### src/rtl/mmio_serial_pkg.sv
// -----------------------------------------------------------------------------
// mmio_serial_pkg: register map, STATUS/CTRL bit positions, TX state encoding
// Rev 1.0 | CTRL loopback bit is only honoured when SERIAL_LOOPBACK_EN is defined
// -----------------------------------------------------------------------------
`default_nettype none

package mmio_serial_pkg;

  localparam logic [3:0] REG_RX_COUNT  = 4'h0;
  localparam logic [3:0] REG_RX_POP    = 4'h1;
  localparam logic [3:0] REG_RX_DATA   = 4'h2;
  localparam logic [3:0] REG_TX_COUNT  = 4'h4;
  localparam logic [3:0] REG_TX_FREE   = 4'h5;
  localparam logic [3:0] REG_TX_PUSH16 = 4'h6;
  localparam logic [3:0] REG_TX_PUSH8  = 4'h7;
  localparam logic [3:0] REG_STATUS    = 4'h8;
  localparam logic [3:0] REG_CTRL      = 4'h9;

  localparam int ST_RX_OVF      = 0;
  localparam int ST_TX_OVF      = 1;
  localparam int ST_TX_BUSY     = 2;
  localparam int ST_RX_NONEMPTY = 3;

  localparam int CTRL_TX_EN     = 0;
  localparam int CTRL_RX_EN     = 1;
  localparam int CTRL_LOOPBACK  = 2;

  typedef enum logic [1:0] {
    IDLE = 2'd0,
    HEAD = 2'd1,
    BODY = 2'd2,
    GAP  = 2'd3
  } tx_state_t;

endpackage

`default_nettype wire

### src/rtl/mmio_serial_ctrl_channel.sv
// -----------------------------------------------------------------------------
// serial_channel: one channel - TX/RX bit FIFOs, TX line FSM, RX decoder, regs
// Rev 1.0 | SERIAL_LOOPBACK_EN adds CTRL.loopback (RX taps own TX line)
// -----------------------------------------------------------------------------
`default_nettype none

module serial_channel
  import mmio_serial_pkg::*;
#(
  parameter int DEPTH    = 64,
  parameter int BIT_CLKS = 16
) (
  input  logic        clk,
  input  logic        rst_n,
  input  logic        we,
  input  logic [3:0]  reg_addr,
  input  logic [15:0] wdata,
  output logic [15:0] rdata,
  input  logic        ser_in,
  output logic        ser_out,
  output logic        irq
);

  localparam int PW = $clog2(DEPTH);
  localparam int CW = PW + 1;
  localparam int WW = $clog2(BIT_CLKS) + 1;
  localparam int Q  = BIT_CLKS / 4;

  logic [DEPTH-1:0] tx_mem, rx_mem;
  logic [PW-1:0]    tx_wr, tx_rd, rx_wr, rx_rd;
  logic [CW-1:0]    tx_count, rx_count;
  logic             tx_en, rx_en, rx_ovf, tx_ovf;
`ifdef SERIAL_LOOPBACK_EN
  logic             loopback;
`endif

  logic wr_pop, wr_p16, wr_p8, wr_status, wr_ctrl;
  assign wr_pop    = we && (reg_addr == REG_RX_POP);
  assign wr_p16    = we && (reg_addr == REG_TX_PUSH16);
  assign wr_p8     = we && (reg_addr == REG_TX_PUSH8);
  assign wr_status = we && (reg_addr == REG_STATUS);
  assign wr_ctrl   = we && (reg_addr == REG_CTRL);

  // Both push widths are left-aligned so bit 15 is always the first bit out.
  logic [CW-1:0] tx_free, push_len;
  logic [15:0]   push_bits;
  logic          push_req, push_ok, tx_pop;
  assign push_req  = wr_p16 || wr_p8;
  assign push_len  = wr_p16 ? CW'(16) : CW'(8);
  assign push_bits = wr_p16 ? wdata : {wdata[7:0], 8'h00};
  assign tx_free   = CW'(DEPTH) - tx_count;
  assign push_ok   = push_req && (push_len <= tx_free);

  tx_state_t     state, state_nxt;
  logic [WW-1:0] cnt, cnt_nxt;
  logic          line_nxt, cur_bit;

  always_ff @(posedge clk or negedge rst_n) begin
    if (!rst_n) begin
      state   <= IDLE;
      cnt     <= '0;
      ser_out <= 1'b0;
      cur_bit <= 1'b0;
    end else begin
      state   <= state_nxt;
      cnt     <= cnt_nxt;
      ser_out <= line_nxt;
      if (tx_pop) cur_bit <= tx_mem[tx_rd];
    end
  end

  // IDLE occupies the last clock of each bit period, so back-to-back bits rise BIT_CLKS apart.
  always_comb begin
    state_nxt = state;
    cnt_nxt   = cnt;
    line_nxt  = ser_out;
    tx_pop    = 1'b0;
    case (state)
      IDLE: begin
        if (tx_en && (tx_count != '0)) begin
          tx_pop    = 1'b1;
          line_nxt  = 1'b1;
          cnt_nxt   = '0;
          state_nxt = HEAD;
        end
      end
      HEAD: begin
        cnt_nxt = cnt + WW'(1);
        if (cnt == WW'(Q - 1)) begin
          line_nxt  = cur_bit;
          state_nxt = BODY;
        end
      end
      BODY: begin
        cnt_nxt = cnt + WW'(1);
        if (cnt == WW'(3 * Q - 1)) begin
          line_nxt  = 1'b0;
          state_nxt = GAP;
        end
      end
      GAP: begin
        cnt_nxt = cnt + WW'(1);
        if (cnt == WW'(BIT_CLKS - 2)) state_nxt = IDLE;
      end
      default: state_nxt = IDLE;
    endcase
  end

  logic          rx_src, sync1, sync2, sync_prev;
  logic [WW-1:0] width;
`ifdef SERIAL_LOOPBACK_EN
  assign rx_src = loopback ? ser_out : ser_in;
`else
  assign rx_src = ser_in;
`endif

  always_ff @(posedge clk or negedge rst_n) begin
    if (!rst_n) begin
      sync1     <= 1'b0;
      sync2     <= 1'b0;
      sync_prev <= 1'b0;
      width     <= '0;
    end else begin
      sync1     <= rx_src;
      sync2     <= sync1;
      sync_prev <= sync2;
      if (!sync2)                       width <= '0;
      else if (width != WW'(BIT_CLKS))  width <= width + WW'(1);
    end
  end

  logic          rx_fall, rx_bit, append_req, append_ok, rx_full;
  logic [15:0]   pop_req16, cnt16, pop16;
  logic [CW-1:0] pop_n, rx_after_pop;
  assign rx_fall      = sync_prev && !sync2;
  assign rx_bit       = (width >= WW'(BIT_CLKS / 2));
  assign append_req   = rx_fall && (width >= WW'(2)) && rx_en;
  assign pop_req16    = wr_pop ? {11'd0, wdata[4:0]} : 16'd0;
  assign cnt16        = 16'(rx_count);
  assign pop16        = (pop_req16 < cnt16) ? pop_req16 : cnt16;
  assign pop_n        = pop16[CW-1:0];
  assign rx_after_pop = rx_count - pop_n;
  assign rx_full      = (rx_after_pop == CW'(DEPTH));
  assign append_ok    = append_req && !rx_full;

  always_ff @(posedge clk or negedge rst_n) begin
    if (!rst_n) begin
      tx_wr    <= '0;
      tx_rd    <= '0;
      tx_count <= '0;
      rx_wr    <= '0;
      rx_rd    <= '0;
      rx_count <= '0;
      rx_ovf   <= 1'b0;
      tx_ovf   <= 1'b0;
      tx_en    <= 1'b1;
      rx_en    <= 1'b1;
`ifdef SERIAL_LOOPBACK_EN
      loopback <= 1'b0;
`endif
    end else begin
      if (push_ok)   tx_wr <= tx_wr + push_len[PW-1:0];
      if (tx_pop)    tx_rd <= tx_rd + PW'(1);
      tx_count <= tx_count + (push_ok ? push_len : '0) - CW'(tx_pop);
      rx_rd    <= rx_rd + pop_n[PW-1:0];
      if (append_ok) rx_wr <= rx_wr + PW'(1);
      rx_count <= rx_after_pop + CW'(append_ok);
      rx_ovf   <= (append_req && rx_full) || (rx_ovf && !(wr_status && wdata[ST_RX_OVF]));
      tx_ovf   <= (push_req && !push_ok)  || (tx_ovf && !(wr_status && wdata[ST_TX_OVF]));
      if (wr_ctrl) begin
        tx_en    <= wdata[CTRL_TX_EN];
        rx_en    <= wdata[CTRL_RX_EN];
`ifdef SERIAL_LOOPBACK_EN
        loopback <= wdata[CTRL_LOOPBACK];
`endif
      end
    end
  end

  always_ff @(posedge clk) begin
    if (push_ok) begin
      for (int i = 0; i < 16; i++) begin
        if (i < int'(push_len)) tx_mem[tx_wr + PW'(i)] <= push_bits[15 - i];
      end
    end
    if (append_ok) rx_mem[rx_wr] <= rx_bit;
  end

  logic [15:0] rx_data, status, ctrl_rd;
  always_comb begin
    rx_data = '0;
    for (int i = 0; i < 16; i++) begin
      if (i < int'(rx_count)) rx_data[15 - i] = rx_mem[rx_rd + PW'(i)];
    end
  end

  always_comb begin
    status                 = '0;
    status[ST_RX_OVF]      = rx_ovf;
    status[ST_TX_OVF]      = tx_ovf;
    status[ST_TX_BUSY]     = (state != IDLE);
    status[ST_RX_NONEMPTY] = (rx_count != '0);
    ctrl_rd                = '0;
    ctrl_rd[CTRL_TX_EN]    = tx_en;
    ctrl_rd[CTRL_RX_EN]    = rx_en;
`ifdef SERIAL_LOOPBACK_EN
    ctrl_rd[CTRL_LOOPBACK] = loopback;
`endif
    rdata = '0;
    case (reg_addr)
      REG_RX_COUNT: rdata = 16'(rx_count);
      REG_RX_DATA:  rdata = rx_data;
      REG_TX_COUNT: rdata = 16'(tx_count);
      REG_TX_FREE:  rdata = 16'(tx_free);
      REG_STATUS:   rdata = status;
      REG_CTRL:     rdata = ctrl_rd;
      default:      rdata = '0;
    endcase
  end

  assign irq = (rx_count != '0) || rx_ovf || tx_ovf;

endmodule

`default_nettype wire

### src/rtl/mmio_serial_ctrl.sv
// -----------------------------------------------------------------------------
// mmio_serial_ctrl: NCH-channel pulse-width serial peripheral for the MMIO window
// Rev 1.0 | optional feature macro: SERIAL_LOOPBACK_EN
// -----------------------------------------------------------------------------
`default_nettype none

module mmio_serial_ctrl
  import mmio_serial_pkg::*;
#(
  parameter int NCH      = 2,
  parameter int DEPTH    = 64,
  parameter int BIT_CLKS = 16
) (
  input  logic           clk,
  input  logic           rst_n,
  input  logic           bus_sel,
  input  logic           bus_we,
  input  logic [7:0]     bus_addr,
  input  logic [15:0]    bus_wdata,
  output logic [15:0]    bus_rdata,
  input  logic [NCH-1:0] ser_in,
  output logic [NCH-1:0] ser_out,
  output logic [NCH-1:0] irq
);

  logic [15:0] ch_rdata [NCH];

  for (genvar g = 0; g < NCH; g++) begin : g_ch
    logic ch_we;
    assign ch_we = bus_sel && bus_we && (bus_addr[7:4] == 4'(g));

    serial_channel #(
      .DEPTH    (DEPTH),
      .BIT_CLKS (BIT_CLKS)
    ) u_ch (
      .clk      (clk),
      .rst_n    (rst_n),
      .we       (ch_we),
      .reg_addr (bus_addr[3:0]),
      .wdata    (bus_wdata),
      .rdata    (ch_rdata[g]),
      .ser_in   (ser_in[g]),
      .ser_out  (ser_out[g]),
      .irq      (irq[g])
    );
  end

  // Channel numbers at or above NCH match no iteration and read as zero.
  always_comb begin
    bus_rdata = '0;
    if (bus_sel) begin
      for (int i = 0; i < NCH; i++) begin
        if (bus_addr[7:4] == 4'(i)) bus_rdata = ch_rdata[i];
      end
    end
  end

endmodule

`default_nettype wire

### config.mk
export PLATFORM = sky130hd
export DESIGN_NAME = mmio_serial_ctrl
export DESIGN_NICKNAME = d
export VERILOG_FILES = /design/src/rtl/mmio_serial_pkg.sv /design/src/rtl/mmio_serial_ctrl_channel.sv /design/src/rtl/mmio_serial_ctrl.sv
export SDC_FILE = /design/constraint.sdc
export NUM_CORES = 1
export LEC_CHECK = 0
export ABC_CLOCK_PERIOD_IN_PS = 22600
export BUFFER_PORTS_ARGS = -buffer_cell sky130_fd_sc_hd__buf_4
export CAP_MARGIN = 5
export CORE_ASPECT_RATIO = 1.5
export CORE_MARGIN = 5
export CORE_UTILIZATION = 45
export DETAILED_ROUTE_END_ITERATION = 8
export GPL_TIMING_DRIVEN = 0
export SLEW_MARGIN = 20
export SYNTH_ARGS = -nofsm -noshare
export SYNTH_HDL_FRONTEND = slang
export SYNTH_SLANG_ARGS = --single-unit
### constraint.sdc
create_clock -name clk -period 22.6 [get_ports clk]
set_input_delay 0 -clock clk [delete_from_list [all_inputs] [get_ports clk]]
set_output_delay 0 -clock clk [all_outputs]
set_load 0.05 [all_outputs]
==> reports/results.txt, run 1 <==
The critical path buffer and inverter count works out to 9. The tools report the clock network power share as 0.199. For the via count of the first global-routing pass, the log shows 23935.

The most used flip-flop cell after synthesis is sky130_fd_sc_hd__edfxtp_1. The cell area that synthesis handed to floorplanning was 29980 um^2. Walking the worst path, the cells encountered are clkbuf_1, buf_2, clkbuf_1, clkbuf_1, inv_1, ha_1, clkbuf_1, clkbuf_1, buf_1, mux4_2, mux4_2, mux4_2, nand2_1, nand2_1, buf_4. Grouping stages by cell kind, the critical path spends the most delay in buffers and inverters. The time the final worst path needs with I/O delays and setup is 6.737 ns. The fraction of post-synthesis cell area in the top cell type by area works out to 0.2564.

The Yosys step of the flow raised 0 warnings. The run gives 74 as the count of unique library cells instantiated by Yosys. The tightest min-delay check is of the in -> reg type. Buffers added to address setup during post-CTS repair amount to 0. The required arrival time at the worst endpoint is 22.60 ns, and the flip-flop and latch count after synthesis is 368. The first detailed-routing pass ran for 5 iterations. The tools report the element type at the critical path start as a flop. The synthesized design contains 256 enable-type register cells. Summed over all instances, the cell type with the most area after synthesis is sky130_fd_sc_hd__edfxtp_1. The uppermost metal layer occupied by signal nets was met5. Clock skew on the completed layout was measured at 0.03099 ns.

The power per cell area is 98.05 nW/um^2, and the number of cells upsized or downsized after cts is 0. Data on the critical path arrives at its endpoint at 6.74 ns. The ratio of cells with drive above 1 in the final layout was 0.2217; the top achievable clock speed was 148.4 MHz.

In this run, the number of DRC markers left after iteration 0 of detailed routing was 2432. The number of sinks driven by the clock tree is 368, and the floorplan die area is 71990 um^2. The flow ran to the end, and the final reports show no timing, DRC or antenna violations. The net switching fraction of the power was 0.4153. Critical path class: reg -> out. A synthesized cell averages 11.43 um^2.

In the routed design, unresolved DRC markers number 0. STA classifies the critical path endpoint as a primary output. The horizontal extent of the die is 220.8 um. The internal portion of the total power is 0.001893 W. The run gives 0 as the overall overflow remaining after global route.

The detail route stage leaves a number of antenna-violating nets equal to 0. The critical path starts at g_ch[0].u_ch.rx_rd[1]$_DFF_PN0_. In the final routed layout, each cell accounts on average for 26.69 um. Using the TritonRoute via totals, the vias-per-cell ratio works out to 6.461. The number of I/O pins came out at 50. The tools report the post-detailed-placement half-perimeter wirelength as 74800 um.

Setup repair after global routing left no endpoint under its margin. The tools report the switching power as 0.001345 W. The actual transition at the worst max-transition pin came out at 1.242 ns.

The die is 326.1 um tall. The proportion of synthesized flip-flops having asynchronous set or reset came out at 0.3043. The stage delay of the slowest cell on the critical path is 0.60 ns, and the number of max-slew violations in the final report is 0.

Post-synth net total: 2770. Leading cell type by number of instances after synthesis: sky130_fd_sc_hd__mux4_2. After synthesis, the most frequently instantiated cells are sky130_fd_sc_hd__mux4_2, sky130_fd_sc_hd__edfxtp_1, sky130_fd_sc_hd__nand2_1. The run gives 0 ns as the setup TNS. The routed layout has 23506 vias.

Row generation in the floorplan step produced 116 rows. For the global-route usage over all layers, the log shows 0.2662. The first global-routing pass estimated 146100 um of wire. The startpoint identified for the worst register-to-register timing path is g_ch[1].u_ch.rx_count[1]$_DFF_PN0_. TritonCTS built the clock tree. The count of nets after finishing was 2871; the clock insertion delay at the later pin of the skew report was 0.60 ns. The root buffer cell was sky130_fd_sc_hd__clkbuf_16. The portion of total power attributed to sequential cells was 0.260. The area growth from synthesis to layout is 10.14%. The starting utilization of the core area was 0.4510. The final period utilization was 0.2981. The cell at the slowest stage of the critical path was sky130_fd_sc_hd__clkbuf_1.

The tool flagged a number of max-cap violations equal to 0. Along the worst path, the maximum fanout reaches 10. The worst max-slew margin expressed relative to the limit was 0.1484.

The run gives 66470 um^2 as the core box area. In this run the number of H-tree levels came out at 2. The number of port buffers is 46, and the number of buffers added by the clock tree synthesis step is 39.

In this run the most critical hold path is launched from bus_addr[7]. VDD sags by at most 0.00005639 V. After detailed routing, the met3 layer carries 6738 um of wire. The last weighted congestion value of the routability-driven placer was 1.010; the routed length on met1 was 33340 um. The longest clock path from root to sink contains 3 buffers. Counting stages on the worst path, the most repeated cell is sky130_fd_sc_hd__clkbuf_1. The tools report the number of hold violations in the final report as 0. The number of antenna violations at the first check in global routing was 3.

The synthesized netlist cell count is 2622, and the largest net degree at the start of global routing is 76. The worst hold margin came out at 0.05540 ns. Proportion of synthesized chip area in sequential cells: 0.3501. The routed design uses 49800 um of met2 wire.

Combinational group share of total power: 0.541. The standby leakage power was 10.90 nW; the clock transition at the registers of the reported paths was 0.07 ns. In the post-synthesis netlist, the biggest area contributors are sky130_fd_sc_hd__edfxtp_1, sky130_fd_sc_hd__mux4_2, sky130_fd_sc_hd__dfrtp_1. The tools report the number of endpoints failing setup at the final stage as 0.

Sum of routed wire length over all layers: 97080 um.
-- sequential cells by signal (all words and copies together) (netlist names), 4 cells and up --
signal and flops:
g_ch.u_ch.cnt 10, g_ch.u_ch.tx_mem 128, g_ch.u_ch.rx_count 14, g_ch.u_ch.tx_rd 12, g_ch.u_ch.rx_wr 12, g_ch.u_ch.rx_rd 12, g_ch.u_ch.width 10, g_ch.u_ch.tx_wr 6
g_ch.u_ch.rx_mem 128, g_ch.u_ch.state 4, g_ch.u_ch.tx_count 14
-- path summary, 6_finish.rpt --
| path | slack [ns] | cells past startpoint | end |
|---|---|---|---|
| max | 15.86 | 15 | bus_rdata[9] |
| min | 0.06 | 5 | g_ch[1].u_ch.tx_ovf$_DFF_PN0_ |
| max reg2reg | 16.33 | 19 | g_ch[1].u_ch.rx_mem[26]$_DFFE_PP_ |
| min reg2reg | 0.34 | 0 | g_ch[0].u_ch.sync2$_DFF_PN0_ |
| max in group asynchronous | 21.62 | 4 | g_ch[0].u_ch.sync1$_DFF_PN0_ |
| min in group asynchronous | 0.51 | 4 | g_ch[0].u_ch.ser_out$_DFFE_PN0P_ |
-- logic make-up after synthesis --
| family | share of synthesized area |
|---|---|
| simple gates | 0.1205 |
| mux | 0.3110 |
| compound gates | 0.08334 |
| buf+inv | 0.03597 |
| fa+ha+maj | 0.05125 |
| flops | 0.3501 |
| xor+xnor | 0.04791 |
-- power by group through the flow --
stage / clock network, W / logic (W) / registers (W)
2_1_floorplan: 0 / 0.00131 / 0.000830
3_3_place_gp: 0 / 0.00169 / 0.000853
3_5_place_dp: 0 / 0.00173 / 0.000856
4_1_cts: 0.000657 / 0.00174 / 0.000843
5_1_grt: 0.000680 / 0.00187 / 0.000850
6_report: 0.000644 / 0.00175 / 0.000843
-- worst reg2reg max path: cells and delay by family, from the launching register on --
family	cells	cell delay (ns)
simple gates	5	0.92
buf+inv	4	1.24
fa+ha+maj	3	0.80
mux	1	0.46
flops	1	0.49
compound gates	6	2.11
-- metal layers --
| metal | global-route usage | vias up |
|---|---|---|
| met5 | 0 | - |
| li1 | - | 10258 |
| met3 | 0.04602 | 356 |
| met1 | 0.2983 | 11745 |
| met2 | 0.4693 | 1143 |
| met4 | 0.1582 | 4 |
-- layout make-up --
cell class / count / area [um^2]
Buffer: 188 / 759.5
Inverter: 85 / 319.1
Clock buffer: 51 / 1092
Sequential cell: 368 / 10500
Fill cell: 5994 / 33450
Timing Repair Buffer: 60 / 625.6
Antenna cell: 1 / 2.502
Multi-Input combinational cell: 1981 / 18470
Tap cell: 885 / 1107
Clock inverter: 19 / 148.9
-- what timing repair did --
| action | in CTS | in global routing |
|---|---|---|
| endpoints found under the setup margin | 0 | 0 |
| hold buffers | 7 | 0 |
| hold endpoints to repair | 117 | 0 |
-- layout by cell type, fill, tap and decap left out, types with 8 or more instances in the layout --
cell type                   synthesis  layout
sky130_fd_sc_hd__nand4b_1           8       8
sky130_fd_sc_hd__nand3_1           62      62
sky130_fd_sc_hd__fa_1               8       8
sky130_fd_sc_hd__clkbuf_16          0      40
sky130_fd_sc_hd__buf_2             28      28
sky130_fd_sc_hd__a21o_1            14      14
sky130_fd_sc_hd__xor2_1            50      50
sky130_fd_sc_hd__a22o_1             8       8
sky130_fd_sc_hd__o21ai_0          169     169
sky130_fd_sc_hd__and2_1            21      21
sky130_fd_sc_hd__and3_1            12      12
sky130_fd_sc_hd__inv_1             81      81
sky130_fd_sc_hd__nand2b_1          21      21
sky130_fd_sc_hd__a31oi_1           18      16
sky130_fd_sc_hd__nor2_1           197     197
sky130_fd_sc_hd__nand2_1          242     242
sky130_fd_sc_hd__dfrtp_1          108     108
sky130_fd_sc_hd__nand3b_1          13      13
sky130_fd_sc_hd__buf_1             31      31
sky130_fd_sc_hd__nor2b_1           23      23
sky130_fd_sc_hd__clkbuf_1         124     130
sky130_fd_sc_hd__mux4_2           325     325
sky130_fd_sc_hd__edfxtp_1         256     256
sky130_fd_sc_hd__a21oi_1          128     128
sky130_fd_sc_hd__xnor2_1          114     112
sky130_fd_sc_hd__clkinv_1           2       9
sky130_fd_sc_hd__mux2_2           105     105
sky130_fd_sc_hd__buf_4              5      50
sky130_fd_sc_hd__nand4_1           16      16
sky130_fd_sc_hd__o31ai_1            8       8
sky130_fd_sc_hd__mux2i_1           82      79
sky130_fd_sc_hd__ha_1             110     110
sky130_fd_sc_hd__nor4_1            12      11
sky130_fd_sc_hd__or3_1             17      17
sky130_fd_sc_hd__nor3_1            81      81
sky130_fd_sc_hd__a21boi_0           8       8
-- through the flow --
| step | power (W) | cells | utilization | setup WS, ns | area (um^2) |
|---|---|---|---|---|---|
| after floorplan | 0.002143 | 2622 | - | 15.44 | 29980 |
| after global placement | 0.002541 | 3553 | 0.4729 | 12.45 | 31430 |
| after detailed placement | 0.002585 | 3560 | 0.4767 | 16.37 | 31690 |
| after CTS | 0.003237 | 3637 | 0.4965 | 15.87 | 33010 |
| after global routing | 0.003404 | 3637 | 0.4967 | 15.52 | 33020 |
| final | 0.003238 | 3638 | 0.4967 | 15.86 | 33020 |
Power figures use the tool's default switching activity.
==> run 2: changes to the inputs <==
ABC_AREA = 1   (was default)
ABC_CLOCK_PERIOD_IN_PS = 6800   (was 22600)
clock period = 6.8 ns   (was 22.6 ns; I/O delays follow)
==> reports/results.txt, run 2 <==
The element type at the critical path start was an input port. The flip-flop and latch count after synthesis came out at 368 (unchanged). The tools report the routed wire length on met2 as 53780 um (+8.0%). The top cell types in the final layout, fill and taps aside, are sky130_fd_sc_hd__nand3_1, sky130_fd_sc_hd__nand2_1, sky130_fd_sc_hd__nor2_1. The fraction of post-synthesis cell area in the top cell type by area works out to 0.2646 (+0.008216). In the synthesized netlist, the cells that appear most often are sky130_fd_sc_hd__nand3_1, sky130_fd_sc_hd__nand2_1, sky130_fd_sc_hd__nor2_1. The maximum vdd ir drop is 0.0002453 V (+330%), and the highest fanout seen on the critical path is 10 (unchanged).

Cell at the slowest stage of the critical path: sky130_fd_sc_hd__dlygate4sd3_1. The number of buffers added by the clock tree synthesis step came out at 38 (-2.6%). The H-tree level count is 2 (unchanged). The number of endpoints failing setup at the final stage came out at 0 (unchanged). The tools report the overall overflow remaining after global route as 0 (unchanged). The logs give 368 (unchanged) for the number of sinks driven by the clock tree and 4248 (+48%) for the count of nets after finishing. The tools report the core box area as 64190 um^2 (-3.4%). In the post-synthesis netlist, the biggest area contributors are sky130_fd_sc_hd__edfxtp_1, sky130_fd_sc_hd__nand3_1, sky130_fd_sc_hd__nand2_1.

The starting utilization of the core area is 0.4526 (+0.001569), and the number of antenna violations at the first check in global routing is 2 (-1). The netlist area before placement was 29050 um^2 (-3.1%). In this run the worst hold path is classified as in -> async. The largest net degree at the start of global routing came out at 62 (-18%). For the max-cap violation count, the log shows 0 (unchanged). The leading cell type in the layout, fill and taps excluded is sky130_fd_sc_hd__nand3_1. Of all cell types, the one taking the most synthesized area is sky130_fd_sc_hd__edfxtp_1.

The largest registers in the layout are g_ch.u_ch.rx_mem x128, g_ch.u_ch.tx_mem x128. The clock transition at the registers of the reported paths is 0.06 ns (about the same). The worst max-slew margin expressed relative to the limit was 0.2154 (+0.06701). The root buffer cell is sky130_fd_sc_hd__clkbuf_16. Most frequent cell on the critical path: sky130_fd_sc_hd__nand2_1. The layout filler cell count was 6552 (+9.3%); the count of unique library cells instantiated by Yosys was 60 (-19%). Derived from the worst setup path, the maximum achievable clock frequency is 211.1 MHz. Time the final worst path needs with I/O delays and setup: 4.737 ns. TritonCTS built the clock tree. Number of max-slew violations in the final report: 0 (unchanged). The run gives 3165 (+30%) as the initial detailed-routing violation count. The power per cell area is 310.4 nW/um^2 (+220%). The proportion of synthesized chip area in sequential cells came out at 0.3613 (+0.01122). Number of I/O pins: 50 (unchanged).

The critical path endpoint category is a flop. Leading cell type by number of instances after synthesis: sky130_fd_sc_hd__nand3_1. The logs give 13.61 nW (+25%) for the standby leakage power and 27920 (+17%) for the via count of the first global-routing pass.

Maximum clock skew at final layout: 0.02672 ns (-0.004262 ns). The highest layer touched by signal routing is met4. The run gives 29446 (+25%) as the total vias in the final route. The proportion of synthesized flip-flops having asynchronous set or reset came out at 0.3043 (unchanged). The post-synth net total was 4149 (+50%); the post-detailed-route wirelength per cell was 22.47 um (-16%).

Mean area per synthesized cell: 7.261 um^2 (-37%). The number of port buffers is 42 (-8.7%), and the setup TNS is 0 ns (unchanged). The stage delay of the slowest cell on the critical path was 0.64 ns (+0.04 ns); the number of hold violations in the final report was 0 (unchanged). The clock insertion delay at the later pin of the skew report was 0.57 ns (-0.03 ns).

The critical path class is in -> reg. Number of flops mapped to enable cells by yosys: 256 (unchanged). For the utilization after layout, the log shows 0.4974 (+0.0007020). For the arrival time reported for the critical path endpoint, the log shows 5.05 ns (-1.69 ns). The global-route usage over all layers is 0.3084 (+0.04217).

The flow ran to the end, and the final reports show no timing, DRC or antenna violations. The die height came out at 321.2 um (-1.5%). The number of buffers on the longest clock path was 3 (unchanged). The setup fix buffers added after clock tree synthesis was 0 (unchanged). The detailed-route vias per instance came out at 5.956 (-7.8%). Required arrival time at the worst endpoint: 7.11 ns (-15.49 ns). Routed length on met1: 42730 um (+28%).

The run gives 114 (-1.7%) as the placement row count. Last weighted congestion value of the routability-driven placer: 1.026 (+1.5%). The sum of routed wire length over all layers came out at 111100 um (+14%).

The tools report the number of warnings issued by yosys as 0 (unchanged). Among all flip-flop cells after synthesis, the most frequent one is sky130_fd_sc_hd__edfxtp_1. Final period utilization: 0.6966.

The ratio of cells with drive above 1 in the final layout was 0.07700 (-0.1447). The length in cells of the worst reg-to-reg path was 20 (+1); the global-route wire length before repair was 166700 um (+14%). Setup repair after global routing left no endpoint under its margin.

The horizontal extent of the die is 217.5 um (-1.5%), and the floorplan die area is 69840 um^2 (-3.0%). Synthesized netlist cell count: 4001 (+53%). The remaining routing DRC violations is 0 (unchanged).

The routed length on met3 is 7578 um (+12%), and the actual transition at the worst max-transition pin is 1.169 ns (-0.07283 ns). The area growth from synthesis to layout is 9.911%. For the number of search-and-repair iterations in the first detailed-routing pass, the log shows 8 (+3). Remaining number of nets flagged by the antenna check after routing: 0 (unchanged).

The post-detailed-placement half-perimeter wirelength came out at 86510 um (+16%).
==> run 2: cell count changes after synthesis, moves of 105 or more <==
cell | before | now
sky130_fd_sc_hd__a31oi_1 | 18 | 133
sky130_fd_sc_hd__inv_1 | 81 | 269
sky130_fd_sc_hd__mux2_2 | 105 | 0
sky130_fd_sc_hd__mux4_2 | 325 | 0
sky130_fd_sc_hd__nand2_1 | 242 | 876
sky130_fd_sc_hd__nand3_1 | 62 | 980
sky130_fd_sc_hd__nor2_1 | 197 | 450
==> run 2: kinds of logic after synthesis <==
family / Yosys count / synth area share
simple gates: 2448 / 0.3794
compound gates: 477 / 0.09592
buf+inv: 464 / 0.06749
flops: 368 / 0.3613
xor+xnor: 124 / 0.04229
fa+ha+maj: 118 / 0.05289
mux: 2 / 0.0006891
==> run 2: final timing paths <==
path                       slack (ns)                                from                                 to
hold / removal                   0.04                               rst_n     g_ch[0].u_ch.rx_en$_DFFE_PN1P_
max in group asynchronous        6.37                               rst_n  g_ch[0].u_ch.rx_wr[1]$_DFFE_PN0P_
setup / recovery                 2.06                              bus_we  g_ch[1].u_ch.rx_mem[48]$_DFFE_PP_
hold reg to reg                  0.34        g_ch[1].u_ch.sync1$_DFF_PN0_       g_ch[1].u_ch.sync2$_DFF_PN0_
min in group clk                 0.06                         bus_addr[5]     g_ch[1].u_ch.rx_en$_DFFE_PN1P_
setup reg to reg                 2.69  g_ch[0].u_ch.rx_count[1]$_DFF_PN0_  g_ch[0].u_ch.rx_mem[59]$_DFFE_PP_
==> run 2: repair_timing <==
action	in CTS	in global routing
hold buffers	12	0
gates resized for setup	0	0
endpoints found under the hold margin	120	0
==> run 2: where the power goes <==
part / leakage, nW / total (W) / switching [W] / internal (W)
clock: 0.610 / 0.00213 / 0.000939 / 0.00119
sequential: 3.82 / 0.00283 / 0.000235 / 0.00259
combinational: 9.18 / 0.00495 / 0.00339 / 0.00156
total: 13.6 / 0.00991 / 0.00456 / 0.00535
==> run 2: metrics by stage <==
step           worst slack, ns  instances  power, W  hold slack (ns)  instance area (um^2)
2_1_floorplan            2.210       4001  0.006323          -0.2956                 29050
3_3_place_gp            0.8323       4855  0.007709           0.1104                 30380
3_5_place_dp             2.090       4860  0.007724       0.00001904                 30530
4_1_cts                  2.098       4942  0.009884         0.007998                 31910
5_1_grt                  1.705       4943   0.01058          0.03382                 31930
6_report                 2.063       4944  0.009911          0.03767                 31930
==> run 2: routing by layer <==
layer	GRT usage	vias up
met5	0	-
met4	0.1599	0
met3	0.04124	336
met2	0.5321	1326
met1	0.3758	13802
li1	-	13982
==> run 2: worst max-delay path: cells and delay by family <==
| family | cells | cell delay [ns] |
|---|---|---|
| compound gates | 1 | 0.07 |
| xor+xnor | 1 | 0.34 |
| buf+inv | 4 | 1.35 |
| simple gates | 17 | 2.38 |
| fa+ha+maj | 3 | 0.92 |
==> run 2: layout make-up <==
cell class | count | area [um^2] | area share
repair buffers | 59 | 579.3 | 0.01814
inverters | 296 | 1127 | 0.03531
clock inverters | 21 | 148.9 | 0.004663
multi-input cells | 3169 | 16620 | 0.5206
diodes | 2 | 5.005 | 0.0001567
clock buffers | 49 | 1097 | 0.03437
plain buffers | 168 | 838.3 | 0.02625
well taps | 812 | 1016 | 0.03182
flip-flops and latches | 368 | 10500 | 0.3287
